File: config.mk
export PLATFORM = sky130hd
export DESIGN_NAME = ldst_agu
export DESIGN_NICKNAME = d
export VERILOG_FILES = /design/src/rtl/pkg_tpu.sv /design/src/rtl/ldst_agu_stride_counter.sv /design/src/rtl/ldst_agu.sv
export SDC_FILE = /design/constraint.sdc
export NUM_CORES = 1
export LEC_CHECK = 0
export ABC_CLOCK_PERIOD_IN_PS = 3000
export BUFFER_PORTS_ARGS = -buffer_cell sky130_fd_sc_hd__buf_2
export CAP_MARGIN = 20
export CORE_MARGIN = 2
export CORE_UTILIZATION = 55
export CTS_CLUSTER_DIAMETER = 60
export DETAILED_ROUTE_END_ITERATION = 7
export PLACE_DENSITY = 0.8
export SETUP_SLACK_MARGIN = 0.02
export SLEW_MARGIN = 10
export SYNTH_ARGS = -nofsm -noshare
export SYNTH_HDL_FRONTEND = slang
export SYNTH_SLANG_ARGS = --single-unit
export TNS_END_PERCENT = 1
File: constraint.sdc
create_clock -name clock -period 3 [get_ports clock]
set_clock_uncertainty 0.1 [all_clocks]
set_input_delay 0.3 -clock clock [delete_from_list [all_inputs] [get_ports clock]]
set_output_delay 0.3 -clock clock [all_outputs]
set_load 0.02 [all_outputs]
File: src/rtl/pkg_tpu.sv
// Shared TPU types, plus the state encoding and limits for the strided load/store address generator.
package pkg_tpu;

    localparam int unsigned ADDR_W   = 32;
    localparam int unsigned STRIDE_W = 16;

    typedef logic [ADDR_W-1:0]          address_t;
    typedef logic signed [STRIDE_W-1:0] stride_t;

    typedef enum logic [1:0] {
        IDLE = 2'd0,
        RUN  = 2'd1,
        TERM = 2'd2,
        GAP  = 2'd3
    } agu_state_t;

    localparam int unsigned AGU_GAP_MAX = 3;
    localparam int unsigned GAP_CNT_W   = 2;

    // Sign-extend a signed element stride to address width so that address + stride wraps modulo 2^ADDR_W.
    function automatic address_t sext_stride(input stride_t s);
        return {{(ADDR_W-STRIDE_W){s[STRIDE_W-1]}}, s};
    endfunction

endpackage

File: src/rtl/ldst_agu_stride_counter.sv
// Address accumulator and remaining-element counter for the strided AGU.
// load takes priority over step. When neither is asserted, the counter holds its value.
module agu_stride_counter
    import pkg_tpu::*;
(
    input  logic     clock,
    input  logic     reset,
    input  logic     load,
    input  logic     step,
    input  address_t load_base,
    input  address_t load_length,
    input  address_t load_stride,
    output address_t addr,
    output address_t remaining
);

    address_t stride_q;

    // Latch the descriptor on load; advance one element on step.
    always_ff @(posedge clock) begin
        if (reset) begin
            addr      <= '0;
            remaining <= '0;
            stride_q  <= '0;
        end else if (load) begin
            addr      <= load_base;
            remaining <= load_length;
            stride_q  <= load_stride;
        end else if (step) begin
            addr      <= addr + stride_q;
            remaining <= remaining - ADDR_W'(1);
        end
    end

endmodule

File: src/rtl/ldst_agu.sv
// Strided address-generation sequencer downstream of the load/store unit.
// Optional bound checking is enabled with the macro AGU_BOUND_CHECK_EN.
module ldst_agu
    import pkg_tpu::*;
#(
    parameter address_t    LIMIT_ADDR = '1,
    parameter int unsigned IDLE_GAP   = 0
) (
    input  logic     clock,
    input  logic     reset,
    input  logic     I_Stall,
    input  logic     I_Req,
    input  address_t I_Length,
    input  stride_t  I_Stride,
    input  address_t I_Base,
    output logic     O_Access_Grant,
    output logic     O_Term,
    output logic     O_Ready,
    output logic     O_Mem_Req,
    output address_t O_Mem_Addr,
    input  logic     I_Mem_Ack,
    output logic     O_Busy,
    output logic     O_Error
);

    if (IDLE_GAP > AGU_GAP_MAX) begin : g_bad_gap
        $error("IDLE_GAP out of range");
    end

    agu_state_t             state, state_next;
    logic [GAP_CNT_W-1:0]   gap_cnt, gap_next;
    logic                   load, step, err_set;
    logic                   out_of_bound;
    address_t               addr, remaining;

    agu_stride_counter u_counter (
        .clock       (clock),
        .reset       (reset),
        .load        (load),
        .step        (step),
        .load_base   (I_Base),
        .load_length (I_Length),
        .load_stride (sext_stride(I_Stride)),
        .addr        (addr),
        .remaining   (remaining)
    );

`ifdef AGU_BOUND_CHECK_EN
    logic error_q;

    assign out_of_bound = (addr > LIMIT_ADDR);

    // Sticky bound-violation flag, cleared by the next accepted descriptor.
    always_ff @(posedge clock) begin
        if (reset) begin
            error_q <= 1'b0;
        end else if (load) begin
            error_q <= 1'b0;
        end else if (err_set) begin
            error_q <= 1'b1;
        end
    end

    assign O_Error = error_q;
`else
    logic unused_limit;

    assign unused_limit = ^{LIMIT_ADDR, err_set};
    assign out_of_bound = 1'b0;
    assign O_Error      = 1'b0;
`endif

    // State register and idle-gap counter.
    always_ff @(posedge clock) begin
        if (reset) begin
            state   <= IDLE;
            gap_cnt <= '0;
        end else begin
            state   <= state_next;
            gap_cnt <= gap_next;
        end
    end

    // Next-state and per-cycle handshake outputs. A stall freezes everything and masks all pulses.
    always_comb begin
        state_next     = state;
        gap_next       = gap_cnt;
        load           = 1'b0;
        step           = 1'b0;
        err_set        = 1'b0;
        O_Access_Grant = 1'b0;
        O_Mem_Req      = 1'b0;
        O_Ready        = 1'b0;
        O_Term         = 1'b0;
        case (state)
            IDLE: begin
                if (I_Req && !I_Stall && !reset) begin
                    O_Access_Grant = 1'b1;
                    load           = 1'b1;
                    state_next     = (I_Length != '0) ? RUN : TERM;
                end
            end
            RUN: begin
                if (!I_Stall) begin
                    if (out_of_bound) begin
                        err_set    = 1'b1;
                        state_next = TERM;
                    end else begin
                        O_Mem_Req = 1'b1;
                        if (I_Mem_Ack) begin
                            O_Ready = 1'b1;
                            step    = 1'b1;
                            if (remaining == ADDR_W'(1)) begin
                                state_next = TERM;
                            end
                        end
                    end
                end
            end
            TERM: begin
                if (!I_Stall) begin
                    O_Term = 1'b1;
                    if (IDLE_GAP > 0) begin
                        state_next = GAP;
                        gap_next   = '0;
                    end else begin
                        state_next = IDLE;
                    end
                end
            end
            GAP: begin
                if (!I_Stall) begin
                    if (gap_cnt == GAP_CNT_W'(IDLE_GAP - 1)) begin
                        state_next = IDLE;
                    end else begin
                        gap_next = gap_cnt + GAP_CNT_W'(1);
                    end
                end
            end
            default: state_next = IDLE;
        endcase
    end

    assign O_Mem_Addr = addr;
    assign O_Busy     = (state != IDLE);

endmodule

# Word-level counts from Yosys, hierarchy flattened

Index checks and enable logic that the tools add are counted.
W data, S select, Z words.

Register bits: 84
Output and inout bits: 38
Logic and storage cells: 53

Add/subtract/negate cells: 3
Equal/unequal tests: 12
Mux-type cells: 21
Bitwise gates (word level): 2
Reductions and logical operators: 10

Operators with widths:

| cell                    | number |
|---|---|
| $mux W32                | 4 |
| $add A32 B32 Y32        | 1 |
| $eq A32 B1 Y1 const B   | 1 |
| $reduce_bool A32 Y1     | 1 |
| $sub A32 B1 Y32 const B | 1 |
| $mux W2                 | 8 |
| $ne A2 B2 Y1 const B    | 7 |
| $mux W1                 | 8 |
| $pmux W2 S4             | 1 |
| $reduce_and A7 Y1       | 1 |
| $eq A2 B2 Y1 const B    | 3 |
| $reduce_bool A2 Y1      | 2 |
| $reduce_and A3 Y1       | 1 |
| $add A2 B1 Y2 const B   | 1 |
| $eq A2 B1 Y1 const B    | 1 |
| $logic_and A1 B1 Y1     | 2 |
| $logic_not A1 Y1        | 2 |
| $logic_not A2 Y1        | 1 |
| $not A1 Y1              | 2 |

# Longest topological paths before layout

Gate-level depths: netlist of run 1.

Depth after elaboration: 6
Mapped depth: 10
Depth with buffers taken out: 8

# By module

From an unflattened synthesis of run 1, not the netlist that was laid out.

Cell total of the unflattened synthesis: 766
Area, all modules: 6269.8 µm²

By module, submodules not included:

| module             | times used | cells an instance | area each (µm²) |
|---|---|---|---|
| agu_stride_counter | 1          | 709               | 5808.1 |
| ldst_agu           | 1          | 57                | 461.7 |

# Worst setup path after synthesis of run 1

No wires, ideal clock.

Kind: flip-flop to flip-flop
Start: register u_counter.addr[0]
End: register u_counter.addr[28]
Setup time: 0.079 ns
Data arrival time: 2.543 ns
Required time: 2.821 ns
Path slack: 0.278 ns
Stages on the path, launching flop included: 9
Buffers on the path: 0
Clock period less this slack: 2.722 ns
Path through: dfxtp_1 > ha_1 > fa_1 > a21o_1 > a311o_1 > a211oi_1 > nor4b_1 > or3_1 > o211ai_1

Cells in the longest elaborated chain, start to end: 3

Ends and longest elaborated chain:

| element                | line                          | source |
|---|---|---|
| start, declared        | ldst_agu_stride_counter.sv:13 | `output address_t addr,` |
| start signal, assigned | ldst_agu_stride_counter.sv:26 | `addr <= load_base;` |
| start signal, assigned | ldst_agu_stride_counter.sv:30 | `addr <= addr + stride_q;` |
| $add A32 B32 Y32       | ldst_agu_stride_counter.sv:30 |  |
| $mux W32               | ldst_agu_stride_counter.sv:29 | `end else if (step) begin` |
| $mux W32               | ldst_agu_stride_counter.sv:25 | `end else if (load) begin` |

No other way between the ends. The select of a mux whose other input is x is not followed.
A chain may end at the register's enable or synchronous reset.

# Worst setup path after layout of run 1

Start: register u_counter.stride_q[15] (netlist name)
End: register u_counter.addr[24]

Cells in the longest elaborated chain, start to end: 3

Ends and longest elaborated chain:

| element          | line |
|---|---|
| $add A32 B32 Y32 | ldst_agu_stride_counter.sv:30 |
| $mux W32         | ldst_agu_stride_counter.sv:29 |
| $mux W32         | ldst_agu_stride_counter.sv:25 |

No other way between the ends. The select of a mux whose other input is x is not followed.

==> flow_summary.toml, run 1 <==
[floorplanning]
start_util_pct = 56.12
die_w_um = 105.9
die-area_um2 = 11220
io_pins = 123
fp.dieH_um = 105.9
coreArea_um2 = 10180
rows = 37

[critical_path]
path_max_fanout = 14
cp_top_family = "compound AO/OA/AOI/OAI gates"
worstSetupStartpoint = "u_counter.stride_q[15]$_SDFFE_PP0P_"
slowest_delay_ns = 0.68
path_cells = "ha_1 > a21oi_1 > o21ai_0 > a21oi_1 > o21ai_0 > o21a_1 > o32ai_1"
setup.worst_path.class = "register to register"
startpoint_type = "register"
cp.required_ns = 3.18
crit_arrival_ns = 2.97
path_buf_inv = 0
end_kind = "register"
r2r-start = "u_counter.stride_q[15]$_SDFFE_PP0P_"
critPathSlowestCell = "dfxtp_1"

[cells_and_area]
final_area_um2 = 6676
fin_nets = 971
antenna_cells = 0
stdcell_count = 992
final_common_cell = "buf_2"
area_delta_synth_final_pct = 16.81
layout_common_cells = "buf_2 (121), nand2_1 (95), dfxtp_1 (84)"
drive_gt1_share_pct = 20.79

[synthesis]
synthCells = 744
synth_edf_count = 0
ys_ff_latch = 84
syn_area_per_cell_um2 = 7.682
synth_ff_type = "dfxtp_1"
synth_nets = 864
yosysUniqueCellTypes = 70
seq_area_frac_synth_pct = 29.42
synth_area_um2 = 5715
ys_warn_count = 0
synth_async_sr_flop_share_pct = 0

[clocking]
clk_pin_slew_ns = 0.09
cts_max_path_buffers = 2
cts_hold_buffers = 0
cts_max_level = 3
tritoncts = "yes"
cts_root_buf = "clkbuf_8"
clk_latency_ns = 0.38
numCtsBuffers = 9
cts.sinks = 84

[timing]
worst_pin_slew_ns = 0.7248
finalCriticalPeriod_ns = 2.795
hold_viol = 0
setup_tns_ns = 0
drv_slew = 0
slew_headroom_pct = 51.68
finalCritPeriodShare_pct = 93.16
max_freq_mhz = 357.8
rsz0062_at_grt = "no"
setup_viol = 0

[placed_design]
placed_cells = 976
dp.final_hpwl_mm = 13.00
gp_congestion = 1.024
dpl_cell_area_um2 = 6460
io_buffers = 121

[power]
ir_drop_mv = 0.3247
leakagePower_nw = 2.777
powerDensity_nw_per_um2 = 402.1

[drt]
vias = 6276
vias_per_cell = 6.327
wirelength_mm = 17.33
ant_nets = 0
wl_per_cell_um = 17.47
drc = 0
dr.pass1.iters = 5
first_iter_violations = 407

[run_status]
outcome = "complete, no violations"

[grt]
grt_max_degree = 57
grt_pass1_vias = 5975
grt_usage_pct = 31.10
grt_overflow_total = 0
antenna_found_initial = 0
grt_pass1_wl_mm = 28.51

[flow_run]
maxCapViolations = 0

[worst_hold_path]
hold_class = "input pin to register"
min-delay-start = "I_Stride[14]"
worst reg2reg max path, cell delays in order, from the launching register on:
cell and delay (ns):
dfxtp_1 0.68, ha_1 0.42, a21oi_1 0.29, o21ai_0 0.32, a21oi_1 0.21, o21ai_0 0.20, o21a_1 0.24, o32ai_1 0.25
power by group:
group          switching (mW)  total, mW  leakage (nW)  internal (mW)
Combinational           0.346      0.575          1.99          0.230
Sequential             0.0544       1.22         0.683           1.17
Clock                   0.456      0.888         0.102          0.432
Total                   0.856       2.68          2.78           1.83
area by class of cell:
cell class | count | area (um^2)
multi-input cells | 600 | 3782
fillers | 914 | 3508
flip-flops and latches | 84 | 1682
repair buffers | 143 | 783.3
well taps | 136 | 170.2
clock buffers | 11 | 151.4
clock inverters | 5 | 58.81
inverters | 13 | 48.80
layer usage:
layer  vias up  GRT usage (%)  routed length, um
li1       3011              -                  -
met1      2933          40.48               7426
met2       297          51.98               8112
met3        35          4.169               1371
met4         0          12.97                420
met5         -              0                  0
per-stage QoR:
stage	utilization (%)	hold WS, ns	total power [mW]	setup WS [ns]
finish	65.55	0.01115	2.685	0.2051
global route	65.55	0.02944	2.798	0.05579
CTS	65.49	0.01124	2.674	0.2278
detailed placement	63.43	0.3580	1.811	0.2414
global placement	63.43	0.3524	1.795	0.2803
floorplan	-	0.3086	1.622	0.2778
worst paths after layout:
check	end	slack, ns	cells past startpoint
setup reg to reg	u_counter.addr[24]$_SDFFE_PP0P_	0.21	7
hold / removal	u_counter.stride_q[14]$_SDFFE_PP0P_	0.01	3
hold reg to reg	u_counter.stride_q[14]$_SDFFE_PP0P_	0.37	2
setup / recovery	u_counter.addr[24]$_SDFFE_PP0P_	0.21	7
cell usage after synthesis (3+ instances only):
cell | count | area (um^2)
and2_1 | 4 | 25.02
o21bai_1 | 4 | 30.03
o221ai_1 | 3 | 26.28
and3_1 | 7 | 43.79
xor2_1 | 7 | 61.31
mux2_2 | 3 | 33.78
nand4_1 | 14 | 87.58
a21oi_1 | 72 | 360.4
o31ai_1 | 3 | 22.52
o311ai_0 | 5 | 43.79
o22ai_1 | 7 | 43.79
nor4_1 | 18 | 112.6
buf_1 | 4 | 15.01
a221oi_1 | 8 | 70.07
or2_2 | 3 | 18.77
a31oi_1 | 13 | 81.33
buf_2 | 8 | 40.04
dfxtp_1 | 84 | 1682
a211o_1 | 3 | 26.28
a211oi_1 | 10 | 75.07
o32ai_1 | 4 | 35.03
clkbuf_1 | 31 | 116.4
a21o_1 | 13 | 97.59
a22o_1 | 4 | 35.03
xnor2_1 | 15 | 131.4
nand2_1 | 95 | 356.6
o211ai_1 | 12 | 90.09
nand3_1 | 21 | 105.1
ha_1 | 34 | 425.4
nor2_1 | 54 | 202.7
inv_1 | 12 | 45.04
a22oi_1 | 31 | 232.7
nand2b_1 | 5 | 31.28
nor3_1 | 21 | 105.1
o21ai_0 | 47 | 235.2
or3_1 | 9 | 56.30
o21a_1 | 15 | 112.6
state kept, by name, summed over array words and instances, names as in the netlist:
register,count
u_counter.stride_q,16
state,2
gap_cnt,2
u_counter.addr,32
u_counter.remaining,32
cells by family (layout without fill, tap and decap cells):
group / count (synthesis) / in the layout / synth area share, %
muxes: 5 / 5 / 0.9413
adders and majority gates: 35 / 35 / 7.793
buffers and inverters: 60 / 172 / 4.509
AOI/OAI and AO/OA: 269 / 269 / 30.80
and+or+nand+nor: 268 / 268 / 23.09
DFF: 84 / 84 / 29.42
xor gates and xnor gates: 22 / 22 / 3.371
other: 1 / 1 / 0.06561
repair_timing:
| item | in CTS | in global routing |
|---|---|---|
| endpoints found under the setup margin | 0 | 1 |
| endpoints found under the hold margin | 0 | 0 |
| buffers inserted | 0 | 0 |
| resized for setup | 0 | 1 |
No activity file was read; power rests on OpenSTA's default activity.
==> run 2: changes to the inputs <==
--- a/config.mk
+++ b/config.mk
@@ -5,14 +5,14 @@
 export SDC_FILE = /design/constraint.sdc
 export NUM_CORES = 1
 export LEC_CHECK = 0
-export ABC_CLOCK_PERIOD_IN_PS = 3000
+export ABC_CLOCK_PERIOD_IN_PS = 2400
 export BUFFER_PORTS_ARGS = -buffer_cell sky130_fd_sc_hd__buf_2
 export CAP_MARGIN = 20
 export CORE_MARGIN = 2
-export CORE_UTILIZATION = 55
+export CORE_UTILIZATION = 50
 export CTS_CLUSTER_DIAMETER = 60
 export DETAILED_ROUTE_END_ITERATION = 7
-export PLACE_DENSITY = 0.8
+export PLACE_DENSITY = 0.77
 export SETUP_SLACK_MARGIN = 0.02
 export SLEW_MARGIN = 10
 export SYNTH_ARGS = -nofsm -noshare
==> constraint.sdc (replaced) <==
create_clock -name clock -period 2.4 [get_ports clock]
set_clock_uncertainty 0.1 [all_clocks]
set_input_delay 0.24 -clock clock [delete_from_list [all_inputs] [get_ports clock]]
set_output_delay 0.24 -clock clock [all_outputs]
set_load 0.02 [all_outputs]
==> run 2 against run 1 <==
The run now ends with hold timing, setup timing left; sequential power grew 25%; wire length grew 11%; total power rose by 46%; flip-flop and latch count unchanged; critical path depth up 1; hold slack worse by 0.013 ns; global-route usage down 0.79 points.
==> flow_summary.toml, run 2 (same netlist as run 1, synthesis figures left out) <==
[timing]
rsz0062_at_grt = "yes"
finalCritPeriodShare_pct = 102.5
hold_viol = 1
setup_viol = 9
setup_tns_ns = -0.2432
worst_pin_slew_ns = 0.6289
drv_slew = 0
max_freq_mhz = 406.7
slew_headroom_pct = 57.89
holdWs_ns = -0.001446
fin_ws_ns = -0.05888
finalCriticalPeriod_ns = 2.459

[grt]
grt_overflow_total = 0
grt.busiest_layer = "met2"
use_met3_pct = 6.780
use_met2_pct = 49.28
grt_usage_pct = 30.31
use_met1_pct = 39.34
grt_pass1_vias = 6518
antenna_found_initial = 0
grt_max_degree = 53
grt_pass1_wl_mm = 30.88

[placed_design]
io_buffers = 121
dp.final_hpwl_mm = 13.69
gp_congestion = 0.9420
placed_cells = 1043

[power]
seq_power_share_pct = 39.0
switching_share_pct = 29.52
p_sw_mw = 1.158
clkPwrFrac_pct = 38.9
comb_power_share_pct = 22.1
p_int_mw = 2.765
leakagePower_nw = 3.222
powerDensity_nw_per_um2 = 515.8
ir_drop_mv = 0.5503

[cells_and_area]
fin_nets = 1043
stdcell_count = 1071
drive_gt1_share_pct = 29.42
final_common_cell = "buf_2"
layout_common_cells = "buf_2 (120), nand2_1 (95), dfxtp_1 (80), buf_4 (80), a21oi_1 (68)"
biggestRegsByFlops = "u_counter.addr x32, u_counter.remaining x32, u_counter.stride_q x16"
antenna_cells = 0
area_delta_synth_final_pct = 33.08

[drt]
first_iter_violations = 584
drc = 0
vias_per_cell = 6.261
wirelength_mm = 19.27
dr.pass1.iters = 5
wl_per_cell_um = 17.99
vias = 6705
ant_nets = 0

[clocking]
clk_latency_ns = 0.35
cts_max_path_buffers = 2
cts.sinks = 84
numCtsBuffers = 9
clk_pin_slew_ns = 0.06
tritoncts = "yes"
cts_max_level = 3
cts_root_buf = "clkbuf_16"

[worst_hold_path]
hold_class = "input pin to register"
whs_path_depth = 3

[critical_path]
slowest_delay_ns = 0.37
path_max_fanout = 4
critPathSlowestCell = "a311o_1"
crit_arrival_ns = 2.57
startpoint_type = "register"
setup.worst_path.class = "register to register"
r2r_cells = 8
cp.required_ns = 2.51
path_cells = "ha_4 > fa_2 > a21o_1 > a311o_1 > a211o_1 > a41oi_2 > o21a_1 > o221ai_1"
end_kind = "register"

[floorplanning]
coreArea_um2 = 11270
io_pins = 123
start_util_pct = 50.70
die_w_um = 110.9
die-area_um2 = 12300
rows = 39
fp.dieH_um = 110.9

[run_status]
violations = "hold timing, setup timing"
outcome = "complete, but fails checks"

[flow_run]
maxCapViolations = 0
[run 2: metal layers]
metal	vias up	wire length [um]
met5	-	0
met4	0	601
met3	53	1533
met2	328	9009
met1	3151	8124
li1	3173	-
[run 2: layout make-up]
type | instances | area [um^2]
clock buffer | 10 | 229.0
clock inverter | 6 | 87.58
fill | 940 | 3666
inverter | 13 | 51.30
multi-input combinational | 600 | 3966
sequential | 84 | 1687
tap | 143 | 178.9
timing repair buffer | 215 | 1406
[run 2: power by group through the flow]
| stage | sequential, mW | clock (mW) | combinational (mW) |
|---|---|---|---|
| 2_1_floorplan | 1.57 | 0 | 0.463 |
| 3_3_place_gp | 1.55 | 0 | 0.786 |
| 3_5_place_dp | 1.55 | 0 | 0.807 |
| 4_1_cts | 1.52 | 1.55 | 0.837 |
| 5_1_grt | 1.54 | 1.61 | 0.942 |
| 6_report | 1.53 | 1.53 | 0.866 |
[run 2: path summary, 6_finish.rpt]
check	from	endpoint	slack (ns)
worst min register to register	u_counter.stride_q[8]$_SDFFE_PP0P_	u_counter.stride_q[8]$_SDFFE_PP0P_	0.36
worst min-delay path	I_Stride[13]	u_counter.stride_q[13]$_SDFFE_PP0P_	-0.001
worst max-delay path	u_counter.addr[0]$_SDFFE_PP0P_	u_counter.addr[30]$_SDFFE_PP0P_	-0.06
worst max register to register	u_counter.addr[0]$_SDFFE_PP0P_	u_counter.addr[30]$_SDFFE_PP0P_	-0.06
[run 2: critical path, delay by kind of cell, from the launching register on]
family                     cells  cell delay, ns
AOI/OAI and AO/OA              6            1.40
adders and majority gates      2            0.49
DFF                            1            0.34
[run 2: timing repair]
item,4_1_cts,5_1_grt
buffers inserted,1,1
pin swaps,3,12
gates resized for setup,12,33
setup endpoints to repair,11,27
cloned,1,0
hold endpoints to repair,9,0
hold buffers,9,0
[run 2: metrics by stage]
stage | setup slack (ns) | area, um^2 | total power, mW | util (%)
floorplan | -0.04575 | 5739 | 2.029 | -
global placement | -0.03121 | 6968 | 2.335 | 61.82
detailed placement | -0.07410 | 6968 | 2.361 | 61.82
CTS | -0.05638 | 7467 | 3.909 | 66.24
global route | -0.1477 | 7606 | 4.087 | 67.48
finish | -0.05888 | 7606 | 3.923 | 67.48
==> run 3: changes to the inputs <==
--- a/config.mk
+++ b/config.mk
@@ -5,14 +5,15 @@
 export SDC_FILE = /design/constraint.sdc
 export NUM_CORES = 1
 export LEC_CHECK = 0
+export ABC_AREA = 1
 export ABC_CLOCK_PERIOD_IN_PS = 2400
 export BUFFER_PORTS_ARGS = -buffer_cell sky130_fd_sc_hd__buf_2
 export CAP_MARGIN = 20
 export CORE_MARGIN = 2
-export CORE_UTILIZATION = 50
+export CORE_UTILIZATION = 52
 export CTS_CLUSTER_DIAMETER = 60
 export DETAILED_ROUTE_END_ITERATION = 7
-export PLACE_DENSITY = 0.77
+export PLACE_DENSITY = 0.78
 export SETUP_SLACK_MARGIN = 0.02
 export SLEW_MARGIN = 10
 export SYNTH_ARGS = -nofsm -noshare
==> run 3 against run 2 <==
The run now ends clean; register-to-register slack gained 0.29 ns; via count up 9.4%; non-clock buffer count fell by 73; synthesized cell count up 50%; final area grew 3.4%; flip-flop and latch count unchanged; clock power hardly changed; final cell count increased by 32%; critical endpoint is now u_counter.addr[27]$_SDFFE_PP0P_.
==> flow_summary.toml, run 3 <==
[clocking]
tritoncts = "yes"
cts_max_path_buffers = 2
cts_root_buf = "clkbuf_16"
clk_latency_ns = 0.35
cts_max_level = 3
numCtsBuffers = 9
cts_resized = 0
clk_pin_slew_ns = 0.06
cts.sinks = 84

[drt]
wirelength_mm = 19.74
ant_nets = 0
first_iter_violations = 574
dr.pass1.iters = 5
wl_per_cell_um = 13.98
drc = 0
vias_per_cell = 5.193
vias = 7332

[timing]
finalCritPeriodShare_pct = 90.34
slew_headroom_pct = 61.24
setup_viol = 0
finalCriticalPeriod_ns = 2.168
setup_tns_ns = 0
worst_pin_slew_ns = 0.5813
drv_slew = 0
hold_viol = 0
rsz0062_at_grt = "no"
max_freq_mhz = 461.2

[cells_and_area]
final_common_cell = "nand2_1"
biggestRegsByFlops = "u_counter.addr x32, u_counter.remaining x32, u_counter.stride_q x16"
antenna_cells = 0
area_delta_synth_final_pct = 17.65
fin_nets = 1355
fillers = 1285
drive_gt1_share_pct = 14.27
final_util_pct = 62.58
layout_common_cells = "nand2_1 (399), inv_1 (163), buf_2 (121)"

[synthesis]
synth_area_um2 = 6685
synth.area.top_cells = "dfxtp_1 (25%), nand2_1 (22%), inv_1 (9.2%)"
synth_async_sr_flop_share_pct = 0
yosys.area.top_type = "dfxtp_1"
syn_area_per_cell_um2 = 6.001
synthTopCellsByCount = "nand2_1 (399), inv_1 (163), nor2_1 (98)"
synth_edf_count = 0
synthMostInstantiatedCell = "nand2_1"
synth_nets = 1234
synthCells = 1114
ys_warn_count = 0
seq_area_frac_synth_pct = 25.15
yosysUniqueCellTypes = 41
ys_ff_latch = 84
yosysTopAreaCellShare_pct = 25.15
synth_ff_type = "dfxtp_1"

[critical_path]
end_kind = "register"
cp.required_ns = 2.52
cp_common_cell = "nand2_1"
setup.worst_path.class = "register to register"
cp_top_family = "simple AND/OR/NAND/NOR gates"
path_buf_inv = 1
r2r-start = "u_counter.stride_q[15]$_SDFFE_PP0P_"
worstSetupStartpoint = "u_counter.stride_q[15]$_SDFFE_PP0P_"
crit_arrival_ns = 2.28
path_max_fanout = 17
path_cells = "buf_12 > ha_1 > nand2_1 > nor2_1 > nand2_1 > nor2_1 > nand2_1 > nand2_1 > nand2_1 > nand3_1 > a21oi_1"
critPathSlowestCell = "ha_1"
slowest_delay_ns = 0.37
startpoint_type = "register"

[power]
ir_drop_mv = 0.4359
leakagePower_nw = 4.263
powerDensity_nw_per_um2 = 525.3

[placed_design]
io_buffers = 121
gp_congestion = 0.9853
dp.final_hpwl_mm = 14.94

[floorplanning]
die_w_um = 117.4
fp.dieH_um = 117.4
start_util_pct = 53.19
coreArea_um2 = 12570
rows = 41
io_pins = 123
die-area_um2 = 13780

[grt]
grt_max_degree = 55
grt_overflow_total = 0
antenna_found_initial = 0
grt_pass1_vias = 6885
grt_usage_pct = 28.75
grt_pass1_wl_mm = 32.61

[worst_hold_path]
min-delay-start = "I_Stride[12]"
hold_class = "input pin to register"

[flow_run]
maxCapViolations = 0

[run_status]
outcome = "complete, no violations"
## run 3: changes by cell type in the layout (fill, tap and decap cells not counted), moves of 16 or more
cell	change
nand2_1	+304
inv_1	+152
buf_4	-72
nand3_1	+52
nor2_1	+44
a22oi_1	-30
o21ai_0	-24
xor2_1	+20
a22o_1	+17
a31oi_1	+16
## run 3: kinds of logic after synthesis
| logic type | after synthesis | synth area share (%) |
|---|---|---|
| fa+ha+maj | 35 | 6.663 |
| simple gates | 629 | 39.47 |
| xor+xnor | 34 | 4.454 |
| buf+inv | 200 | 12.28 |
| compound gates | 131 | 11.92 |
| flops | 84 | 25.15 |
| other cells | 1 | 0.05609 |
## run 3: area by class of cell
class | count | area [um^2] | area share [%]
multi-input cells | 830 | 4183 | 53.18
repair buffers | 142 | 825.8 | 10.50
inverters | 168 | 634.4 | 8.066
clock inverters | 6 | 86.33 | 1.098
clock buffers | 10 | 239.0 | 3.038
well taps | 172 | 215.2 | 2.736
flip-flops and latches | 84 | 1682 | 21.38
## run 3: worst reg2reg max path, cell delays in order (launching register included)
cell and delay [ns]:
dfxtp_1 0.34, buf_12 0.16, ha_1 0.38, nand2_1 0.11
nor2_1 0.28, nand2_1 0.13, nor2_1 0.13, nand2_1 0.13
nand2_1 0.10, nand2_1 0.05, nand3_1 0.07, a21oi_1 0.07
## run 3: metrics by stage
stage               std cells  hold WS, ns  total power, mW  instance area, um^2  setup slack [ns]
global route             1412      0.01945            4.321                 7865           0.04594
detailed placement       1386       0.3406            2.577                 7440            0.2613
global placement         1386       0.3383            2.562                 7440            0.2844
finish                   1412     0.005570            4.131                 7865            0.2318
floorplan                1114       0.2505            2.289                 6685            0.3418
CTS                      1412    0.0005730            4.139                 7865            0.2492
## run 3: power by group
part | switching, mW | total, mW | internal (mW)
clock network | 0.613 | 1.55 | 0.941
registers | 0.0657 | 1.53 | 1.46
logic | 0.649 | 1.05 | 0.398
total | 1.33 | 4.13 | 2.80
## run 3: routing by layer
layer | global-route usage, % | routed length (um)
met1 | 35.65 | 8642
met2 | 50.11 | 9339
met3 | 5.642 | 1318
met4 | 9.111 | 440
met5 | 0 | 0
## run 3: path summary, 6_finish.rpt
check / slack (ns) / to / cells past startpoint
setup / recovery: 0.23 / u_counter.addr[27]$_SDFFE_PP0P_ / 11
hold / removal: 0.006 / u_counter.stride_q[12]$_SDFFE_PP0P_ / 3
setup reg to reg: 0.23 / u_counter.addr[27]$_SDFFE_PP0P_ / 11
hold reg to reg: 0.37 / u_counter.stride_q[0]$_SDFFE_PP0P_ / 2
## run 3: repair_timing
item | 4_1_cts | 5_1_grt
setup buffers | 0 | 0
endpoints found under the hold margin | 10 | 0
hold buffers | 10 | 0
